===== config.mk =====
export PLATFORM = sky130hd
export DESIGN_NAME = abus_req_agent_flat
export DESIGN_NICKNAME = d
export VERILOG_FILES = /design/src/rtl/abus_req_agent_pkg.sv /design/src/rtl/abus_req_agent_if.sv /design/src/rtl/abus_req_agent_tmo.sv /design/src/rtl/abus_req_agent.sv /design/src/flat_wrapper.sv
export SDC_FILE = /design/constraint.sdc
export NUM_CORES = 1
export LEC_CHECK = 0
export ABC_AREA = 0
export CORE_AREA = 2 2 82 123
export DETAILED_ROUTE_END_ITERATION = 10
export DIE_AREA = 0 0 84 125
export MAX_ROUTING_LAYER = met4
export PLACE_DENSITY = 0.79
export SLEW_MARGIN = 20
export SYNTH_ARGS = -nofsm -noshare
export SYNTH_HDL_FRONTEND = slang
export SYNTH_SLANG_ARGS = --single-unit

===== constraint.sdc =====
create_clock -name clk -period 2.2 [get_ports clk]
set_input_delay 0.44 -clock clk [delete_from_list [all_inputs] [get_ports clk]]
set_output_delay 0.44 -clock clk [all_outputs]
set_load 0.01 [all_outputs]

===== src/rtl/abus_req_agent_pkg.sv =====
// Shared abus definitions: agent state encoding and default bus widths.
package abus_req_agent_pkg;

  localparam int ABUS_AW = 16;
  localparam int ABUS_DW = 32;

  typedef enum logic [1:0] {
    IDLE = 2'd0,
    REQ  = 2'd1,
    XFER = 2'd2,
    REL  = 2'd3
  } abus_state_t;

endpackage


===== src/rtl/abus_req_agent_if.sv =====
// Local command/response, arbiter handshake and bus beat signals of one master.
interface abus_req_agent_if #(
  parameter int AW = abus_req_agent_pkg::ABUS_AW,
  parameter int DW = abus_req_agent_pkg::ABUS_DW
);
  logic          cmd_valid;
  logic          cmd_ready;
  logic [AW-1:0] cmd_addr;
  logic          cmd_wr;
  logic [DW-1:0] cmd_wdata;
  logic          rsp_valid;
  logic [DW-1:0] rsp_rdata;
  logic          rsp_err;
  logic          req;
  logic          grant;
  logic          bus_valid;
  logic [AW-1:0] bus_addr;
  logic          bus_wr;
  logic [DW-1:0] bus_wdata;
  logic          bus_ack;
  logic [DW-1:0] bus_rdata;

  // agent side
  modport master (
    input  cmd_valid, cmd_addr, cmd_wr, cmd_wdata, grant, bus_ack, bus_rdata,
    output cmd_ready, rsp_valid, rsp_rdata, rsp_err, req,
           bus_valid, bus_addr, bus_wr, bus_wdata
  );

  // local master logic, arbiter and target side
  modport slave (
    output cmd_valid, cmd_addr, cmd_wr, cmd_wdata, grant, bus_ack, bus_rdata,
    input  cmd_ready, rsp_valid, rsp_rdata, rsp_err, req,
           bus_valid, bus_addr, bus_wr, bus_wdata
  );
endinterface


===== src/rtl/abus_req_agent_tmo.sv =====
// Clear/enable/expire counter; expired flags the LIMIT-th counted cycle.
module abus_tmo_cnt #(
  parameter int LIMIT = 255
) (
  input  logic clk,
  input  logic rstn,
  input  logic clr,
  input  logic en,
  output logic expired
);
  localparam int CW = $clog2(LIMIT + 1);
  localparam logic [CW-1:0] LAST = CW'(LIMIT - 1);

  logic [CW-1:0] cnt_q;

  // count enabled cycles, holding at all-ones so it can never wrap
  always_ff @(posedge clk or negedge rstn) begin
    if (!rstn) begin
      cnt_q <= '0;
    end else if (clr) begin
      cnt_q <= '0;
    end else if (en && (cnt_q != '1)) begin
      cnt_q <= cnt_q + CW'(1);
    end
  end

  assign expired = (cnt_q == LAST);
endmodule


===== src/rtl/abus_req_agent.sv =====
// Requester-side abus agent: one-entry command register, arbiter request,
// bounded grant tenure and per-beat ack timeout.
//
// state | meaning
// IDLE  | ready for a command, no request
// REQ   | command held, req raised, waiting for grant
// XFER  | beat on bus while granted; back-to-back beats until hold limit
// REL   | req dropped for one cycle so the arbiter rotates
module abus_req_agent
  import abus_req_agent_pkg::*;
#(
  parameter int AW       = ABUS_AW,
  parameter int DW       = ABUS_DW,
  parameter int MAX_HOLD = 4,
  parameter int TMO      = 255
) (
  input  logic             clk,
  input  logic             rstn,
  abus_req_agent_if.master ab
);
  localparam int HW = $clog2(MAX_HOLD + 1);
  localparam logic [HW:0] HOLD_LIM = (HW + 1)'(MAX_HOLD);

  abus_state_t   state_q, state_d;
  logic [AW-1:0] addr_q;
  logic          wr_q;
  logic [DW-1:0] wdata_q;
  logic [HW-1:0] hold_q;
  logic [HW:0]   hold_nxt;
  logic          rsp_valid_q, rsp_err_q;
  logic [DW-1:0] rsp_rdata_q;

  logic ack_eff, tmo_exp, tmo_clr, tmo_en;
  logic accept, hold_clr, hold_inc, rsp_fire, rsp_err_d, cmd_ready;

  // an ack only counts while the beat is actually driven on the bus
  assign ack_eff  = (state_q == XFER) && ab.grant && ab.bus_ack;
  assign hold_nxt = {1'b0, hold_q} + (HW + 1)'(1);

  abus_tmo_cnt #(.LIMIT(TMO)) u_tmo (
    .clk     (clk),
    .rstn    (rstn),
    .clr     (tmo_clr),
    .en      (tmo_en),
    .expired (tmo_exp)
  );

  // state register
  always_ff @(posedge clk or negedge rstn) begin
    if (!rstn) state_q <= IDLE;
    else       state_q <= state_d;
  end

  // next state and per-cycle control; ack beats timeout on the expiry cycle
  always_comb begin
    state_d   = state_q;
    cmd_ready = 1'b0;
    accept    = 1'b0;
    hold_clr  = 1'b0;
    hold_inc  = 1'b0;
    tmo_clr   = 1'b0;
    tmo_en    = 1'b0;
    rsp_fire  = 1'b0;
    rsp_err_d = 1'b0;
    unique case (state_q)
      IDLE: begin
        cmd_ready = 1'b1;
        if (ab.cmd_valid) begin
          accept   = 1'b1;
          hold_clr = 1'b1;
          state_d  = REQ;
        end
      end
      REQ: begin
        if (ab.grant) begin
          tmo_clr = 1'b1;
          state_d = XFER;
        end
      end
      XFER: begin
        if (ack_eff) begin
          rsp_fire = 1'b1;
          hold_inc = 1'b1;
          if (ab.cmd_valid && (hold_nxt < HOLD_LIM)) begin
            cmd_ready = 1'b1;
            accept    = 1'b1;
            tmo_clr   = 1'b1;
          end else begin
            state_d = REL;
          end
        end else if (tmo_exp) begin
          rsp_fire  = 1'b1;
          rsp_err_d = 1'b1;
          state_d   = REL;
        end else begin
          tmo_en = 1'b1;
        end
      end
      REL: state_d = IDLE;
      default: state_d = IDLE;
    endcase
  end

  // command register, tenure beat count and response register
  always_ff @(posedge clk or negedge rstn) begin
    if (!rstn) begin
      addr_q      <= '0;
      wr_q        <= 1'b0;
      wdata_q     <= '0;
      hold_q      <= '0;
      rsp_valid_q <= 1'b0;
      rsp_err_q   <= 1'b0;
      rsp_rdata_q <= '0;
    end else begin
      if (accept) begin
        addr_q  <= ab.cmd_addr;
        wr_q    <= ab.cmd_wr;
        wdata_q <= ab.cmd_wdata;
      end
      if (hold_clr)                       hold_q <= '0;
      else if (hold_inc && hold_q != '1)  hold_q <= hold_nxt[HW-1:0];
      rsp_valid_q <= rsp_fire;
      if (rsp_fire) begin
        rsp_err_q   <= rsp_err_d;
        rsp_rdata_q <= (wr_q || rsp_err_d) ? '0 : ab.bus_rdata;
      end
    end
  end

  assign ab.cmd_ready = cmd_ready;
  assign ab.req       = (state_q == REQ) || (state_q == XFER);
  assign ab.bus_valid = (state_q == XFER) && ab.grant;
  assign ab.bus_addr  = addr_q;
  assign ab.bus_wr    = wr_q;
  assign ab.bus_wdata = wdata_q;
  assign ab.rsp_valid = rsp_valid_q;
  assign ab.rsp_err   = rsp_err_q;
  assign ab.rsp_rdata = rsp_rdata_q;
endmodule


===== src/flat_wrapper.sv =====
// flat-port wrapper written by rule: the top's interface ports become plain ports
module abus_req_agent_flat import abus_req_agent_pkg::*;
#(
  parameter int AW       = ABUS_AW,
  parameter int DW       = ABUS_DW,
  parameter int MAX_HOLD = 4,
  parameter int TMO      = 255
)
  (clk, rstn, ab_cmd_valid, ab_cmd_addr, ab_cmd_wr, ab_cmd_wdata, ab_grant, ab_bus_ack, ab_bus_rdata, ab_cmd_ready, ab_rsp_valid, ab_rsp_rdata, ab_rsp_err, ab_req, ab_bus_valid, ab_bus_addr, ab_bus_wr, ab_bus_wdata);
  abus_req_agent_if #(.AW(AW), .DW(DW)) ab_i ();
  input  logic clk;
  input  logic rstn;
  input wire logic [$bits(ab_i.cmd_valid)-1:0] ab_cmd_valid;
  input wire logic [$bits(ab_i.cmd_addr)-1:0] ab_cmd_addr;
  input wire logic [$bits(ab_i.cmd_wr)-1:0] ab_cmd_wr;
  input wire logic [$bits(ab_i.cmd_wdata)-1:0] ab_cmd_wdata;
  input wire logic [$bits(ab_i.grant)-1:0] ab_grant;
  input wire logic [$bits(ab_i.bus_ack)-1:0] ab_bus_ack;
  input wire logic [$bits(ab_i.bus_rdata)-1:0] ab_bus_rdata;
  output wire logic [$bits(ab_i.cmd_ready)-1:0] ab_cmd_ready;
  output wire logic [$bits(ab_i.rsp_valid)-1:0] ab_rsp_valid;
  output wire logic [$bits(ab_i.rsp_rdata)-1:0] ab_rsp_rdata;
  output wire logic [$bits(ab_i.rsp_err)-1:0] ab_rsp_err;
  output wire logic [$bits(ab_i.req)-1:0] ab_req;
  output wire logic [$bits(ab_i.bus_valid)-1:0] ab_bus_valid;
  output wire logic [$bits(ab_i.bus_addr)-1:0] ab_bus_addr;
  output wire logic [$bits(ab_i.bus_wr)-1:0] ab_bus_wr;
  output wire logic [$bits(ab_i.bus_wdata)-1:0] ab_bus_wdata;
  assign ab_i.cmd_valid = ab_cmd_valid;
  assign ab_i.cmd_addr = ab_cmd_addr;
  assign ab_i.cmd_wr = ab_cmd_wr;
  assign ab_i.cmd_wdata = ab_cmd_wdata;
  assign ab_i.grant = ab_grant;
  assign ab_i.bus_ack = ab_bus_ack;
  assign ab_i.bus_rdata = ab_bus_rdata;
  assign ab_cmd_ready = ab_i.cmd_ready;
  assign ab_rsp_valid = ab_i.rsp_valid;
  assign ab_rsp_rdata = ab_i.rsp_rdata;
  assign ab_rsp_err = ab_i.rsp_err;
  assign ab_req = ab_i.req;
  assign ab_bus_valid = ab_i.bus_valid;
  assign ab_bus_addr = ab_i.bus_addr;
  assign ab_bus_wr = ab_i.bus_wr;
  assign ab_bus_wdata = ab_i.bus_wdata;
  abus_req_agent #(.AW(AW), .DW(DW), .MAX_HOLD(MAX_HOLD), .TMO(TMO)) u_core (.clk(clk), .rstn(rstn), .ab(ab_i));
endmodule

==> results.sh <==
export IMPL_synth_area_leaders="dfrtp_1 (62%), mux2_2 (12%), a22o_1 (7.2%)"
export IMPL_p_sw_frac=0.302
export IMPL_required_ns=2.42
export IMPL_cp_slowest_cell="dfrtp_1"
export IMPL_p_switching_mw=2.49
export IMPL_synthTopCellsByCount="dfrtp_1 (96), mux2_2 (40), a22o_1 (32)"
export IMPL_ant_nets=0
export IMPL_synth_edf_count=0
export IMPL_cts_path_max_buffers=2
export IMPL_clk_latency_ns=0.34
export IMPL_rsz0062_at_grt="false"
export IMPL_area_growth_pct=58.3
export IMPL_numCtsBuffers=9
export IMPL_cts_num_sinks=96
export IMPL_die_area_um2=10500
export IMPL_period_minus_slack_ns=2.11
export IMPL_fmax_mhz=474
export IMPL_crit_buf_inv=2
export IMPL_crit_family="adder cells"
export IMPL_fin_crit_sh=0.958
export IMPL_coreArea_um2=9520
export IMPL_antenna_cells=0
export IMPL_syn_nets=358
export IMPL_fin_worst_skew_ns=0.00855
export IMPL_path_clk_slew_ns=0.07
export IMPL_dieHeight_um=125
export IMPL_ios=172
export IMPL_max_stage_delay_ns=0.41
export IMPL_synth_ff_type="dfrtp_1"
export IMPL_cellLeakagePower_nw=2.71
export IMPL_syn_cell_area_um2=3870
export IMPL_clock_power_share=0.174
export IMPL_setup_viol=0
export IMPL_ys_warn_count=0
export IMPL_synth_seq_area_share=0.621
export IMPL_rows=44
export IMPL_dp_hpwl_um=7020
export IMPL_p_seq_frac=0.367
export IMPL_antenna_found_initial=0
export IMPL_overflow=0
export IMPL_ir_worst_vdd_mv=0.787
export IMPL_crit_fanout=26
export IMPL_finalPower_mw=8.23
export IMPL_num_vias=2894
export IMPL_drt_total_wl_um=9240
export IMPL_grt_max_degree=40
export IMPL_drcViolationCount=0
export IMPL_grt_pass1_vias=3113
export IMPL_slew_headroom=0.652
export IMPL_end_kind="flip-flop"
export IMPL_crit_top_cell="ha_1"
export IMPL_worst_pin_slew_ns=0.522
export IMPL_n_fill_cell=747
export IMPL_syn_mean_instance_area_um2=14.6
export IMPL_die_w_um=84
export IMPL_synth_async_reset_ratio=1.00
export IMPL_netlist_area_leader_share=0.621
export IMPL_dr_wl_met2_um=4720
export IMPL_final_core_util=0.643
export IMPL_drv_slew=0
export IMPL_final_nets=544
export IMPL_cts_tree="built"
export IMPL_hold_path_class="in -> async"
export IMPL_start_util=0.406
export IMPL_grt_pass1_wl_um=15300
export IMPL_arrival_ns=2.33
export IMPL_synth_cell_type_count=36
export IMPL_start_kind="flip-flop"
export IMPL_cts_setup_buffers=0
export IMPL_yosysMostFrequentCell="dfrtp_1"
export IMPL_powerDensity_nw_per_um2=1340
export IMPL_dr_pass1_iters=4
export IMPL_crit_chain="ha_1, ha_1, nand4b_4, buf_4, a21boi_4, buf_12, mux2_2"
export IMPL_h_tree_depth=3
export IMPL_final_layout_size_suffix_gt1_frac=0.193
export IMPL_grt_usage=0.188
export IMPL_wl_per_cell_um=16.2
export IMPL_wl_met1_um=3610
export IMPL_intPower_mw=5.74
export IMPL_final_cells=571
export IMPL_maxCapViolCount=0
export IMPL_top_layer="met4"
export IMPL_ys_ff_latch=96
export IMPL_routabilityCongestion=0.749
export IMPL_finalHoldViolations=0
export IMPL_portBuffers=171
export IMPL_cts_root_buffer="clkbuf_16"
export IMPL_synth_top_cell_by_area="dfrtp_1"
export IMPL_netlist_instances=265
export IMPL_via_per_inst=5.07
export IMPL_path_class="reg -> reg"
export IMPL_combinationalPowerShare=0.459
export IMPL_wl_met3_um=574
export IMPL_status="finished clean"
export IMPL_dp_cells=555
export IMPL_drt_iter0_drc=85
[layout make-up]
type / count / area (um2) / share of cell area
clock buffers: 12 / 246 / 0.0403
multi-input cells: 152 / 1390 / 0.227
inverters: 6 / 22.5 / 0.00368
clock inverters: 4 / 27.5 / 0.00450
well taps: 115 / 144 / 0.0235
repair buffers: 186 / 1890 / 0.309
flip-flops and latches: 96 / 2400 / 0.392
[timing repair]
action | in CTS | in global routing
hold buffers | 0 | 0
setup endpoints to repair | 2 | 1
gates resized for setup | 3 | 1
pin swaps | 0 | 0
[sequential cells by signal, summed over array words and instances, names as in the netlist]
name,count
u_core.ab.bus_addr,16
u_core.ab.bus_wdata,32
u_core.ab.bus_wr,1
u_core.ab.rsp_err,1
u_core.ab.rsp_rdata,32
u_core.ab.rsp_valid,1
u_core.hold_q,3
u_core.state_q,2
u_core.u_tmo.cnt_q,8
[final timing paths]
kind / start / endpoint / slack [ns] / cells past startpoint
min reg2reg: u_core.ab.bus_addr[3] / u_core.ab.bus_addr[3] / 0.50 / 1
min: rstn / u_core.ab.rsp_err / 0.08 / 1
min in group clk: u_core.ab.bus_addr[3] / u_core.ab.bus_addr[3] / 0.50 / 1
max: u_core.hold_q[0] / u_core.ab.bus_wdata[21] / 0.09 / 7
max in group asynchronous: rstn / u_core.u_tmo.cnt_q[5] / 1.58 / 2
max reg2reg: u_core.hold_q[0] / u_core.ab.bus_wdata[21] / 0.09 / 7
[layout by cell type, fill, tap and decap left out, types with 2 or more instances in the layout]
cell             instances
nand4_1                  2
buf_12                   6
a21oi_1                  9
o2111ai_1                2
mux2_2                  40
a22o_1                  32
and4_1                   2
buf_4                   10
mux2_4                  10
mux2i_1                  2
xor2_1                   3
clkinv_2                 2
xnor2_1                  2
ha_1                     7
clkdlybuf4s50_1        168
and2_1                   3
o21ai_0                  3
nor2_1                   8
inv_1                    6
clkbuf_1                 2
dfrtp_1                 96
nor3_1                   3
nand2_1                  2
nand3_1                  6
clkbuf_16                9
[stage by stage]
| stage | TNS, ns | instance area (um2) | setup WS [ns] | hold WS (ns) |
|---|---|---|---|---|
| 6_report | 0 | 6120 | 0.0916 | 0.0818 |
| 5_1_grt | 0 | 6120 | 0.000931 | 0.120 |
| 4_1_cts | 0 | 6130 | 0.0144 | 0.0908 |
| 3_5_place_dp | -0.933 | 5860 | -0.0848 | 0.455 |
| 3_3_place_gp | -0.0641 | 5860 | -0.0641 | 0.448 |
| 2_1_floorplan | 0 | 3870 | 0.270 | 0.144 |
[cell families after synthesis]
logic type,share of synthesized area
flip-flops,0.621
AO/OA/AOI/OAI,0.110
multiplexers,0.160
AND/OR/NAND/NOR,0.0537
buffers and inverters,0.0213
adder cells (fa/ha/maj),0.0226
XOR/XNOR,0.0113
[worst reg2reg max path, cell delays in order (launching register included)]
cell and delay, ns:
dfrtp_1 0.41, ha_1 0.21, ha_1 0.29, nand4b_4 0.14, buf_4 0.13, a21boi_4 0.23
buf_12 0.21, mux2_2 0.38
[power by group through the flow]
stage	sequential [mW]	combinational, mW	clock (mW)
5_1_grt	3.12	4.04	1.54
4_1_cts	3.03	3.84	1.48
3_3_place_gp	3.00	3.76	0
2_1_floorplan	3.33	1.43	0
3_5_place_dp	3.03	3.84	0
6_report	3.02	3.78	1.44
[routing by layer]
layer	GRT usage	vias to the layer above
met3	0.0370	25
met2	0.312	131
met1	0.216	1400
li1	-	1338
met4	0.0977	0
met5	-	-
No activity file was read; power rests on OpenSTA's default activity.
